==> src/rtl/rom_ctrl_sweep_reader.sv <==
// Sweeps every scrambled-ROM word, streams the hashed region to KMAC through a 2-entry FIFO
// and strobes the top words out as the expected digest. Optional: ROM_CTRL_SWEEP_DUAL_CNT_EN.
module rom_ctrl_sweep_reader #(
  parameter int Width          = 40,
  parameter int Depth          = 16,
  parameter int NumDigestWords = 4,
  localparam int Aw            = $clog2(Depth),
  localparam int IdxW          = (NumDigestWords > 1) ? $clog2(NumDigestWords) : 1
) (
  input  logic             clk_i,
  input  logic             rst_ni,
  input  logic             start_i,
  output logic             req_o,
  output logic [Aw-1:0]    rom_addr_o,
  output logic [Aw-1:0]    prince_addr_o,
  input  logic             rvalid_i,
  input  logic [Width-1:0] clr_rdata_i,
  output logic             hash_valid_o,
  input  logic             hash_ready_i,
  output logic [Width-1:0] hash_data_o,
  output logic             hash_last_o,
  output logic             exp_valid_o,
  output logic [IdxW-1:0]  exp_idx_o,
  output logic [Width-1:0] exp_data_o,
  output logic             done_o,
  output logic             alert_o
);

  typedef enum logic [2:0] {
    ST_IDLE  = 3'd0,
    ST_SWEEP = 3'd1,
    ST_DRAIN = 3'd2,
    ST_DONE  = 3'd3,
    ST_ERROR = 3'd4
  } state_e;

  localparam logic [Aw-1:0] LastAddr     = Aw'(Depth - 1);
  localparam logic [Aw-1:0] DigestBase   = Aw'(Depth - NumDigestWords);
  localparam logic [Aw-1:0] LastHashAddr = Aw'(Depth - NumDigestWords - 1);

  state_e           state_r, state_s;
  logic [Aw-1:0]    cnt_a_r;
  logic [Aw-1:0]    cnt_b_s;
  logic             inflight_r;
  logic [Aw-1:0]    resp_addr_r;
  logic [1:0]       fifo_cnt_r;
  logic [Width-1:0] data0_r, data1_r;
  logic             last0_r, last1_r;

  logic             hash_valid_s, pop_s, push_s, req_s;
  logic             resp_ok_s, is_digest_s, exp_valid_s;
  logic             overflow_s, mismatch_s, err_s;
  logic [1:0]       eff_cnt_s, occ_s;
  logic             push_last_s;

  // FIFO occupancy seen by the issue rule already discounts a beat leaving this cycle,
  // so a ready sink sustains one request per cycle.
  always_comb begin
    hash_valid_s = (fifo_cnt_r != 2'd0) && (state_r != ST_ERROR);
    pop_s        = hash_valid_s && hash_ready_i;
    eff_cnt_s    = fifo_cnt_r - {1'b0, pop_s};
    occ_s        = eff_cnt_s + {1'b0, inflight_r};
    req_s        = (state_r == ST_SWEEP) && (occ_s < 2'd2);
    resp_ok_s    = rvalid_i && inflight_r;
    is_digest_s  = (resp_addr_r >= DigestBase);
    push_s       = resp_ok_s && !is_digest_s && (state_r != ST_ERROR);
    exp_valid_s  = resp_ok_s && is_digest_s && (state_r != ST_ERROR);
    overflow_s   = push_s && (fifo_cnt_r == 2'd2) && !pop_s;
    push_last_s  = (resp_addr_r == LastHashAddr);
  end

`ifdef ROM_CTRL_SWEEP_DUAL_CNT_EN
  logic [Aw-1:0] cnt_b_r;

  // Independent keystream address counter, same update rule as the ROM index counter.
  always_ff @(posedge clk_i or negedge rst_ni) begin
    if (!rst_ni) begin
      cnt_b_r <= {Aw{1'b0}};
    end else if (req_s && (cnt_b_r != LastAddr)) begin
      cnt_b_r <= cnt_b_r + Aw'(1);
    end else begin
      cnt_b_r <= cnt_b_r;
    end
  end

  always_comb begin
    cnt_b_s    = cnt_b_r;
    mismatch_s = (cnt_a_r != cnt_b_r);
  end
`else
  always_comb begin
    cnt_b_s    = cnt_a_r;
    mismatch_s = 1'b0;
  end
`endif

  // Protocol errors: stray response, missing response, FIFO overflow, counter divergence.
  always_comb begin
    err_s = (rvalid_i && !inflight_r) || (inflight_r && !rvalid_i) ||
            overflow_s || mismatch_s;
  end

  // Next-state logic; any error overrides the normal sequence.
  always_comb begin
    state_s = state_r;
    if (err_s) begin
      state_s = ST_ERROR;
    end else begin
      case (state_r)
        ST_IDLE: begin
          if (start_i) state_s = ST_SWEEP;
          else         state_s = ST_IDLE;
        end
        ST_SWEEP: begin
          if (req_s && (cnt_a_r == LastAddr)) state_s = ST_DRAIN;
          else                                state_s = ST_SWEEP;
        end
        ST_DRAIN: begin
          if (!inflight_r && (fifo_cnt_r == 2'd0)) state_s = ST_DONE;
          else                                     state_s = ST_DRAIN;
        end
        ST_DONE:  state_s = ST_DONE;
        ST_ERROR: state_s = ST_ERROR;
        default:  state_s = ST_ERROR;
      endcase
    end
  end

  // State register.
  always_ff @(posedge clk_i or negedge rst_ni) begin
    if (!rst_ni) begin
      state_r <= ST_IDLE;
    end else begin
      state_r <= state_s;
    end
  end

  // ROM index counter, saturating at the last word.
  always_ff @(posedge clk_i or negedge rst_ni) begin
    if (!rst_ni) begin
      cnt_a_r <= {Aw{1'b0}};
    end else if (req_s && (cnt_a_r != LastAddr)) begin
      cnt_a_r <= cnt_a_r + Aw'(1);
    end else begin
      cnt_a_r <= cnt_a_r;
    end
  end

  // The ROM answers exactly one cycle later, so the request address tags the response.
  always_ff @(posedge clk_i or negedge rst_ni) begin
    if (!rst_ni) begin
      inflight_r  <= 1'b0;
      resp_addr_r <= {Aw{1'b0}};
    end else begin
      inflight_r  <= req_s;
      resp_addr_r <= req_s ? cnt_a_r : resp_addr_r;
    end
  end

  // Two-entry shift FIFO; entry 0 is always the head.
  always_ff @(posedge clk_i or negedge rst_ni) begin
    if (!rst_ni) begin
      fifo_cnt_r <= 2'd0;
      data0_r    <= {Width{1'b0}};
      data1_r    <= {Width{1'b0}};
      last0_r    <= 1'b0;
      last1_r    <= 1'b0;
    end else if (push_s && pop_s) begin
      if (fifo_cnt_r == 2'd2) begin
        data0_r <= data1_r;
        last0_r <= last1_r;
        data1_r <= clr_rdata_i;
        last1_r <= push_last_s;
      end else begin
        data0_r <= clr_rdata_i;
        last0_r <= push_last_s;
      end
    end else if (push_s && !overflow_s) begin
      fifo_cnt_r <= fifo_cnt_r + 2'd1;
      if (fifo_cnt_r == 2'd0) begin
        data0_r <= clr_rdata_i;
        last0_r <= push_last_s;
      end else begin
        data1_r <= clr_rdata_i;
        last1_r <= push_last_s;
      end
    end else if (pop_s) begin
      fifo_cnt_r <= fifo_cnt_r - 2'd1;
      data0_r    <= data1_r;
      last0_r    <= last1_r;
    end else begin
      fifo_cnt_r <= fifo_cnt_r;
    end
  end

  // Digest words bypass the FIFO: the strobe has no backpressure.
  always_comb begin
    req_o         = req_s;
    rom_addr_o    = cnt_a_r;
    prince_addr_o = cnt_b_s;
    hash_valid_o  = hash_valid_s;
    hash_data_o   = data0_r;
    hash_last_o   = hash_valid_s && last0_r;
    exp_valid_o   = exp_valid_s;
    exp_idx_o     = exp_valid_s ? IdxW'(resp_addr_r - DigestBase) : {IdxW{1'b0}};
    exp_data_o    = exp_valid_s ? clr_rdata_i : {Width{1'b0}};
    done_o        = (state_r == ST_DONE);
    alert_o       = (state_r == ST_ERROR);
  end

endmodule

==> config.mk <==
export PLATFORM = sky130hd
export DESIGN_NAME = rom_ctrl_sweep_reader
export DESIGN_NICKNAME = d
export VERILOG_FILES = /design/src/rtl/rom_ctrl_sweep_reader.sv
export SDC_FILE = /design/constraint.sdc
export NUM_CORES = 1
export LEC_CHECK = 0
export ABC_AREA = 0
export ABC_CLOCK_PERIOD_IN_PS = 5700
export CAP_MARGIN = 10
export CORE_MARGIN = 1.5
export CORE_UTILIZATION = 39
export CTS_CLUSTER_SIZE = 8
export DETAILED_ROUTE_END_ITERATION = 7
export PLACE_DENSITY_LB_ADDON = 0.25
export SETUP_SLACK_MARGIN = 0.02
export SKIP_LAST_GASP = 1
export SLEW_MARGIN = 20
export SYNTH_ARGS = -nofsm -noshare
export SYNTH_HDL_FRONTEND = slang
export SYNTH_SLANG_ARGS = --single-unit
export TNS_END_PERCENT = 5
==> constraint.sdc <==
create_clock -name clk_i -period 5.7 [get_ports clk_i]
set_input_delay 1.425 -clock clk_i [delete_from_list [all_inputs] [get_ports clk_i]]
set_output_delay 1.425 -clock clk_i [all_outputs]
set_load 0.01 [all_outputs]
### After elaboration in Yosys (flattened, before gate mapping)

Cells that the tools add are included.

| operators by class | value |
|---|---|
| bitwise operators | 1 |
| $add $sub $neg | 6 |
| order comparisons | 2 |
| reductions and logical operators | 34 |
| equal/unequal tests | 12 |
| mux-type cells | 27 |

Operators with widths:

| cell | count |
|---|---|
| $mux W40 | 10 |
| $logic_and A1 B1 Y1 | 18 |
| $pmux W3 S4 | 1 |
| $mux W1 | 11 |
| $eq A4 B4 Y1 const B | 2 |
| $mux W2 | 4 |
| $eq A3 B2 Y1 const B | 2 |
| $ne A3 B3 Y1 const B | 2 |
| $reduce_bool A2 Y1 | 3 |
| $logic_not A1 Y1 | 5 |
| $add A4 B1 Y4 const B | 1 |
| $ge A4 B4 Y1 const B | 1 |
| $ne A4 B4 Y1 const B | 1 |
| $reduce_and A2 Y1 | 2 |
| $sub A2 B1 Y2 const B | 2 |
| $eq A3 B1 Y1 const B | 1 |
| $eq A3 B3 Y1 const B | 1 |
| $logic_not A3 Y1 | 1 |
| $mux W3 | 1 |
| $reduce_and A3 Y1 | 1 |
| $reduce_bool A3 Y1 | 1 |
| $add A2 B1 Y2 | 1 |
| $add A2 B1 Y2 const B | 1 |
| $eq A2 B2 Y1 const B | 1 |
| 7 further kinds | 8 |

| storage, ports and cells | value |
|---|---|
| input bits | 45 |
| word-level logic and storage cells | 91 |
| flip-flop bits (word level) | 96 |
| output and inout bits | 96 |

### Longest topological paths before layout

Gate-level depths: netlist of run 1.

| logic depth | value |
|---|---|
| depth in word-level cells | 11 |
| gate-level depth with buffers | 10 |
| depth with buffers taken out | 8 |

### Worst setup path before layout of run 1

OpenSTA, ideal clock, no wires.

| timing | value |
|---|---|
| path type | input port to output port |
| start point | input hash_ready_i |
| end point | output req_o |
| stages on the path | 8 |
| data required time | 4275 ps |
| buffers on the path | 2 |
| slack | 1427 ps |
| arrival | 2848 ps |
| cells stage by stage | clkbuf_1 > o21ai_0 > nor2_1 > ha_1 > nor2b_1 > xnor2_1 > and2_1 > buf_2 |

| on the way | value |
|---|---|
| cells in the longest elaborated chain, start to end | 5 |

RTL lines:

| item | line | RTL |
|---|---|---|
| from (decl) | 19 | `input logic hash_ready_i,` |
| $logic_and A1 B1 Y1 | 60 | `pop_s = hash_valid_s && hash_ready_i;` |
| $sub A2 B1 Y2 | 61 | `eff_cnt_s = fifo_cnt_r - {1'b0, pop_s};` |
| $add A2 B1 Y2 | 62 | `occ_s = eff_cnt_s + {1'b0, inflight_r};` |
| $lt A2 B2 Y1 | 63 | `req_s = (state_r == ST_SWEEP) && (occ_s < 2'd2);` |
| $logic_and A1 B1 Y1 | 63 |  |
| to (decl) | 13 | `output logic req_o,` |

Every way passes these cells.

### Worst setup path in the final report of run 1

Same ends and word-level chain as after synthesis.

==> flow_metrics.env, run 1 <==
export IMPL_status="finished clean"
export IMPL_synthArstFlopShare=1.000
export IMPL_start_util=0.4046
export IMPL_fillers=1149
export IMPL_clock_latency_ps=340
export IMPL_r2r_slack_ps=2860
export IMPL_r2r_end="resp_addr_r[3]"
export IMPL_hold_viol_final=0
export IMPL_cts_resized=0
export IMPL_end_kind="output pin"
export IMPL_syn_to_final_growth_pct=34.53
export IMPL_synth_edf_count=0
export IMPL_grt_overflow_total=0
export IMPL_worstSetupStartpointType="primary input"
export IMPL_synth_top_area_share=0.4431
export IMPL_antenna_found_initial=0
export IMPL_ys_ff_latch=96
export IMPL_synth_fp_nets=500
export IMPL_detail_route_wl_per_cell_um=17.40
export IMPL_place_gp_congestion=0.7748
export IMPL_hpwl_um=8689
export IMPL_min_delay_path_class="flip-flop to flip-flop"
export IMPL_finalCritPeriodShare=0.9397
export IMPL_die_y_um=120.9
export IMPL_grtUsageTotal=0.1842
export IMPL_max_cap_violations=0
export IMPL_die_x_um=120.9
export IMPL_syn_avg_cell_area_um2=11.99
export IMPL_htree_levels=3
export IMPL_initialDrtViolationCount=142
export IMPL_cp_max_fo=9
export IMPL_finalNetCount=623
export IMPL_p_leak_nw=2.794
export IMPL_slew_viol_final=0
export IMPL_postLayoutCoreUtil=0.5443
export IMPL_worst_slew_pin_slew_ps=941.0
export IMPL_power_density_nw_per_um2=201.5
export IMPL_viasPerCell=5.286
export IMPL_ys_flop_type="dfrtp_1"
export IMPL_worstPathArrival_ps=3930
export IMPL_required_ps=4280
export IMPL_yosys_top_cells_area="dfrtp_1, mux2i_1, a221oi_2"
export IMPL_io_buffers=140
export IMPL_yosysSeqAreaShare=0.4431
export IMPL_slew_headroom=0.3712
export IMPL_ctsHoldBuffers=0
export IMPL_crit_end="req_o"
export IMPL_fin_setup_tns_ps=0
export IMPL_crit_type="primary input to output pin"
export IMPL_die_area_um2=14620
export IMPL_ant_nets=0
export IMPL_dp_slack_ps=341.1
export IMPL_first_global_vias=4095
export IMPL_yosys_warnings=0
export IMPL_clk_pin_slew_ps=70
export IMPL_fin_ws_ps=343.7
export IMPL_multiInputGateArea_um2=2818
export IMPL_post_synth_top_count_cell="dfrtp_1"
export IMPL_num_vias=3996
export IMPL_regArea_um2=2402
export IMPL_crit_start="hash_ready_i"
export IMPL_io_pins=141
export IMPL_yosysTopAreaCell="dfrtp_1"
export IMPL_dr_pass1_iters=4
export IMPL_drc=0
export IMPL_max_freq_ghz=0.1867
export IMPL_syn_instance_count=452
export IMPL_r2r_start="state_r[1]"
export IMPL_cts_tree="built"
export IMPL_clk_path_buf_depth=2
export IMPL_skew_ps=5.120
export IMPL_synth_cell_types=40
export IMPL_reg2reg_depth=9
export IMPL_wl_um=13160
export IMPL_num_rows=42
export IMPL_vdd_drop_max_mv=0.1458
export IMPL_ys_top_cells_by_count="dfrtp_1, mux2i_1, nor2_1"
export IMPL_layout_drive_gt1_share=0.1966
export IMPL_cts_root_buf="clkbuf_16"
export IMPL_netlist_area_um2=5421
export IMPL_setup_viol=0
export IMPL_core_area_um2=13400
export IMPL_final_min_clock_period_ps=5356
export IMPL_clock_sinks=96
export IMPL_grt_pass1_wl_um=21280
export IMPL_grt_setup_unrepaired="false"
export IMPL_post_cts_setup_buffer_count=0
export IMPL_num_antenna_cells=0
export IMPL_grt_max_degree=56
export IMPL_cts_made_buffers=9
==> how the worst min path moves through the flow <==
stage | start | endpoint | slack (ps) | cells past startpoint
2_1_floorplan | last1_r | last1_r | 460 | 1
3_3_place_gp | last1_r | last1_r | 470 | 1
3_5_place_dp | last1_r | last1_r | 480 | 1
4_1_cts | last1_r | last1_r | 490 | 1
5_1_grt | last1_r | last1_r | 530 | 1
6_report | last1_r | last1_r | 490 | 1
==> flip-flops by register name, summed over array words and instances, names as in the netlist <==
signal         count
fifo_cnt_r         2
state_r            3
prince_addr_o      4
last1_r            1
hash_data_o       40
resp_addr_r        4
last0_r            1
data1_r           40
inflight_r         1
==> layout make-up <==
| type | instances | area share |
|---|---|---|
| clock buffers | 10 | 0.03277 |
| well taps | 176 | 0.03019 |
| flip-flops and latches | 96 | 0.3294 |
| clock inverters | 6 | 0.01270 |
| multi-input cells | 313 | 0.3863 |
| repair buffers | 151 | 0.2066 |
| inverters | 4 | 0.002059 |
==> critical path, cell delays in order <==
cell and delay (ps):
clkdlybuf4s50_1 630, o21ai_0 260, nor2_1 150, ha_1 170
xor2_1 90, xnor2_1 450, and2_1 220, clkdlybuf4s50_1 540
==> where the power goes <==
part           switching [mW]  total, mW  internal (mW)
Combinational          0.0516      0.108         0.0566
Clock                   0.267      0.665          0.398
Sequential            0.00667      0.697          0.690
==> layer usage <==
| layer | up-vias | track usage | wire length, µm |
|---|---|---|---|
| met5 | - | 0 | 0 |
| met4 | 0 | 0.04853 | 146 |
| met3 | 10 | 0.03665 | 630 |
| met2 | 94 | 0.3089 | 6335 |
| met1 | 1992 | 0.2436 | 6046 |
| li1 | 1900 | - | - |
==> logic make-up after synthesis <==
group           Yosys count  share of synthesized area
flops                    96                     0.4431
mux                     129                     0.2488
compound gates           62                     0.1396
buf+inv                  43                    0.04523
simple gates            116                     0.1115
xor+xnor                  3                   0.004847
fa+ha+maj                 3                   0.006924
==> layout by cell type, fill, tap and decap left out, drive strengths merged, types with 5 or more instances in the layout <==
cell	count
a21oi	5
buf	12
nand3	5
clkbuf	10
nor2	50
a221oi	40
dfrtp	96
clkdlybuf4s50	139
and2	44
mux2	46
mux2i	83
==> through the flow <==
stage | total power, mW | area (µm²) | hold slack, ps | cells
6_report | 1.470 | 7293 | 490.7 | 756
5_1_grt | 1.520 | 7293 | 530.2 | 756
4_1_cts | 1.488 | 7293 | 494.3 | 756
3_5_place_dp | 0.8199 | 6962 | 478.4 | 740
3_3_place_gp | 0.8169 | 6962 | 470.4 | 740
2_1_floorplan | 0.7403 | 5421 | 457.4 | 452
Power figures use the tool's default switching activity.
==> inputs of run 2 (changes only) <==
--- a/config.mk
+++ b/config.mk
@@ -12,6 +12,7 @@
 export CORE_UTILIZATION = 39
 export CTS_CLUSTER_SIZE = 8
 export DETAILED_ROUTE_END_ITERATION = 7
+export GPL_TIMING_DRIVEN = 0
 export PLACE_DENSITY_LB_ADDON = 0.25
 export SETUP_SLACK_MARGIN = 0.02
 export SKIP_LAST_GASP = 1
==> flow_metrics.env, run 2 (synthesis gave the netlist of run 1 again) <==
export IMPL_grt_setup_unrepaired="false"
export IMPL_io_pins=141
export IMPL_final_common_cell="clkdlybuf4s50_1"
export IMPL_min_delay_path_class="flip-flop to flip-flop"
export IMPL_clk_path_buf_depth=2
export IMPL_die_x_um=120.9
export IMPL_power_density_nw_per_um2=192.3
export IMPL_final_cell_area_um2=7358
export IMPL_crit_buf_inv=3
export IMPL_place_inst=768
export IMPL_drc=0
export IMPL_start_util=0.4046
export IMPL_grt_max_degree=54
export IMPL_path_cells="clkdlybuf4s50_1 > ha_1 > nand3_1 > nor2_1 > clkbuf_1 > and2_1 > clkdlybuf4s50_1"
export IMPL_cts_root_buf="clkbuf_16"
export IMPL_p_switching_mw=0.3259
export IMPL_fin_cells=784
export IMPL_finalCritPeriodShare=0.9446
export IMPL_crit_path_frequent_cell="clkdlybuf4s50_1"
export IMPL_required_ps=4280
export IMPL_cts_tree="built"
export IMPL_wl_um=13760
export IMPL_grtUsageTotal=0.1932
export IMPL_max_cap_violations=0
export IMPL_die_area_um2=14620
export IMPL_reg2reg_depth=10
export IMPL_dr_pass1_iters=4
export IMPL_crit_cells=7
export IMPL_vdd_drop_max_mv=0.1470
export IMPL_worst_slew_pin_slew_ps=833.9
export IMPL_hold_viol_final=0
export IMPL_slew_headroom=0.4440
export IMPL_clk_pin_slew_ps=70
export IMPL_hold_ws_ps=506.8
export IMPL_cp_top_family="buffers and inverters"
export IMPL_grt_pass1_wl_um=22010
export IMPL_p_seq_frac=0.492
export IMPL_max_freq_ghz=0.1857
export IMPL_ctsHoldBuffers=0
export IMPL_syn_to_final_growth_pct=35.73
export IMPL_dpl_instance_area_um2=7062
export IMPL_first_global_vias=4265
export IMPL_crit_type="primary input to output pin"
export IMPL_worstSetupStartpointType="primary input"
export IMPL_viasPerCell=5.239
export IMPL_num_antenna_cells=0
export IMPL_crit_path_top_delay_cell="nor2_1"
export IMPL_num_rows=42
export IMPL_max_stage_delay_ps=610
export IMPL_status="finished clean"
export IMPL_initialDrtViolationCount=181
export IMPL_num_vias=4107
export IMPL_clock_sinks=96
export IMPL_post_cts_setup_buffer_count=0
export IMPL_comb_power_share=0.079
export IMPL_internal_power_mw=1.089
export IMPL_ant_nets=0
export IMPL_antenna_found_initial=0
export IMPL_p_leak_nw=2.892
export IMPL_clock_latency_ps=350
export IMPL_htree_levels=3
export IMPL_min_path_cells=1
export IMPL_detail_route_wl_per_cell_um=17.54
export IMPL_clockPowerShare=0.429
export IMPL_final_min_clock_period_ps=5384
export IMPL_hpwl_um=9766
export IMPL_end_kind="output pin"
export IMPL_cts_resized=0
export IMPL_grt_overflow_total=0
export IMPL_cp_max_fo=10
export IMPL_swShare=0.2303
export IMPL_cts_made_buffers=9
export IMPL_place_gp_congestion=0.8176
export IMPL_skew_ps=11.65
export IMPL_most_common_layout_cells="clkdlybuf4s50_1, dfrtp_1, mux2i_1"
export IMPL_io_buffers=139
export IMPL_worstPathArrival_ps=3960
export IMPL_layout_drive_gt1_share=0.2105
export IMPL_core_area_um2=13400
export IMPL_die_y_um=120.9
export IMPL_slew_viol_final=0
export IMPL_finalNetCount=651
export IMPL_setup_viol=0
## run 2: through the flow
step           setup TNS [ps]  power (mW)  setup WS (ps)  utilization
6_report                    0       1.415          315.5       0.5491
5_1_grt                     0       1.467          95.93       0.5491
4_1_cts                     0       1.429          221.7       0.5491
3_5_place_dp                0      0.8223          239.6       0.5270
3_3_place_gp           -46000      0.8167         -484.7       0.5248
2_1_floorplan               0      0.7403           1427            -
## run 2: cell type report
cell class,instances,area (µm²)
fill,1148,6042
multi-input combinational,313,2774
sequential,96,2402
timing repair buffer,140,1420
buffer,39,230.2
clock buffer,9,225.2
tap,176,220.2
clock inverter,7,71.32
inverter,4,15.01
## run 2: path summary, 6_finish.rpt
path | from | endpoint | slack [ps]
min | last1_r | last1_r | 510
max reg2reg | state_r[1] | resp_addr_r[2] | 2810
min reg2reg | last1_r | last1_r | 510
max | rvalid_i | exp_data_o[23] | 320
min in group asynchronous | rst_ni | data1_r[30] | 1010
max in group asynchronous | rst_ni | hash_data_o[14] | 4080
## run 2: routing by layer
metal	part of all wire	up-vias	GRT usage
li1	-	1955	-
met4	0.015	0	0.05809
met2	0.49	104	0.3342
met1	0.45	2033	0.2466
met5	0	-	0
met3	0.044	15	0.03430
## run 2: power groups by stage
stage / registers (mW) / clock network [mW] / logic, mW
2_1_floorplan: 0.713 / 0 / 0.0277
3_3_place_gp: 0.710 / 0 / 0.107
3_5_place_dp: 0.710 / 0 / 0.113
4_1_cts: 0.697 / 0.618 / 0.114
5_1_grt: 0.697 / 0.648 / 0.122
6_report: 0.696 / 0.606 / 0.112
==> inputs of run 3 (changes only) <==
--- a/config.mk
+++ b/config.mk
@@ -8,7 +8,7 @@
 export ABC_AREA = 0
 export ABC_CLOCK_PERIOD_IN_PS = 5700
 export CAP_MARGIN = 10
-export CORE_MARGIN = 1.5
+export CORE_MARGIN = 2
 export CORE_UTILIZATION = 39
 export CTS_CLUSTER_SIZE = 8
 export DETAILED_ROUTE_END_ITERATION = 7
==> flow_metrics.env, run 3 (synthesis gave the netlist of run 1 again) <==
export IMPL_status="finished clean"
export IMPL_worstSetupStartpointType="primary input"
export IMPL_p_seq_frac=0.508
export IMPL_die_area_um2=14860
export IMPL_min_delay_path_class="flip-flop to flip-flop"
export IMPL_die_x_um=121.9
export IMPL_max_freq_ghz=0.1811
export IMPL_internal_power_mw=1.053
export IMPL_wl_met3_um=568
export IMPL_finalNetCount=651
export IMPL_final_common_cell="clkdlybuf4s50_1"
export IMPL_power_density_nw_per_um2=186.9
export IMPL_fillers=1197
export IMPL_cp_max_fo=10
export IMPL_place_gp_congestion=0.7974
export IMPL_skew_ps=5.923
export IMPL_htree_levels=3
export IMPL_vdd_drop_max_mv=0.1139
export IMPL_num_antenna_cells=0
export IMPL_clock_sinks=96
export IMPL_grt_setup_unrepaired="false"
export IMPL_initialDrtViolationCount=181
export IMPL_grt_pass1_wl_um=22280
export IMPL_wl_um=13940
export IMPL_hold_viol_final=0
export IMPL_final_min_clock_period_ps=5521
export IMPL_cts_resized=0
export IMPL_detail_route_wl_per_cell_um=17.69
export IMPL_drc=0
export IMPL_ant_nets=0
export IMPL_dr_pass1_iters=4
export IMPL_comb_power_share=0.081
export IMPL_clk_pin_slew_ps=70
export IMPL_viasPerCell=5.206
export IMPL_end_kind="output pin"
export IMPL_maxUsedRoutingLayer="met4"
export IMPL_clk_path_buf_depth=2
export IMPL_num_vias=4102
export IMPL_max_cap_violations=0
export IMPL_final_cell_area_um2=7341
export IMPL_wl_met2_um=6996
export IMPL_worstPathArrival_ps=4100
export IMPL_required_ps=4280
export IMPL_layout_drive_gt1_share=0.2105
export IMPL_cts_made_buffers=9
export IMPL_first_global_vias=4243
export IMPL_slew_headroom=0.4327
export IMPL_p_leak_nw=2.888
export IMPL_syn_to_final_growth_pct=35.40
export IMPL_dp_slack_ps=109.7
export IMPL_swShare=0.2320
export IMPL_cts_tree="built"
export IMPL_start_util=0.3952
export IMPL_most_common_layout_cells="clkdlybuf4s50_1, dfrtp_1, mux2i_1"
export IMPL_antenna_found_initial=0
export IMPL_cts_root_buf="clkbuf_16"
export IMPL_grtUsageTotal=0.1943
export IMPL_wl_met1_um=6209
export IMPL_fin_ws_ps=179.0
export IMPL_clock_latency_ps=340
export IMPL_grt_max_degree=50
export IMPL_clockPowerShare=0.411
export IMPL_die_y_um=121.9
export IMPL_p_switching_mw=0.3183
export IMPL_regArea_um2=2402
export IMPL_slew_viol_final=0
export IMPL_hpwl_um=10040
export IMPL_ctsHoldBuffers=0
export IMPL_setup_viol=0
export IMPL_dpl_instance_area_um2=7067
export IMPL_core_area_um2=13720
export IMPL_io_buffers=139
export IMPL_finalCritPeriodShare=0.9686
export IMPL_grt_overflow_total=0
export IMPL_io_pins=141
export IMPL_multiInputGateArea_um2=2774
export IMPL_post_cts_setup_buffer_count=0
export IMPL_num_rows=43
export IMPL_worst_slew_pin_slew_ps=847.9
export IMPL_crit_type="primary input to output pin"
run 3: layout make-up:
type                       instances  share of cell area
clock inverter                     6            0.004772
clock buffer                      10             0.03255
buffer                            39             0.03136
inverter                           4            0.002045
multi-input combinational        313              0.3779
timing repair buffer             140              0.1935
tap                              180             0.03068
sequential                        96              0.3273
run 3: path summary, 6_finish.rpt:
check                      slack, ps        start  cells after the start          endpoint
setup / recovery                 180     rvalid_i                      7    exp_data_o[22]
hold / removal                   510  data1_r[28]                      1       data1_r[28]
setup reg to reg                2800   state_r[1]                     10    resp_addr_r[3]
hold reg to reg                  510  data1_r[28]                      1       data1_r[28]
max in group asynchronous       4080       rst_ni                      2       data1_r[38]
min in group asynchronous       1010       rst_ni                      1  prince_addr_o[1]
run 3: routing by layer:
| layer | track usage | vias to the layer above |
|---|---|---|
| met5 | 0 | - |
| met4 | 0.06753 | 0 |
| met3 | 0.02762 | 9 |
| met2 | 0.3303 | 95 |
| met1 | 0.2538 | 2048 |
| li1 | - | 1950 |
run 3: through the flow:
| step | setup TNS, ps | hold WS (ps) | power, mW | utilization | std cells |
|---|---|---|---|---|---|
| after CTS | 0 | 515.6 | 1.385 | 0.5351 | 788 |
| after global routing | 0 | 540.3 | 1.423 | 0.5351 | 788 |
| after global placement | -40880 | 468.7 | 0.8170 | 0.5130 | 771 |
| final | 0 | 511.9 | 1.372 | 0.5351 | 788 |
| after detailed placement | 0 | 482.8 | 0.8228 | 0.5151 | 772 |
| after floorplan | 0 | 457.4 | 0.7403 | - | 452 |
run 3: power groups by stage:
stage,clock (mW),combinational [mW],sequential (mW)
after global placement,0,0.107,0.710
after detailed placement,0,0.113,0.710
after floorplan,0,0.0277,0.713
after global routing,0.604,0.122,0.698
final,0.564,0.111,0.697
after CTS,0.575,0.113,0.697
run 3: worst max-delay path: stages:
cell and delay [ps]:
clkdlybuf4s50_1 480, ha_1 190, nand3_1 80, nor2_1 650, clkbuf_1 490, and2_1 240, clkdlybuf4s50_1 540
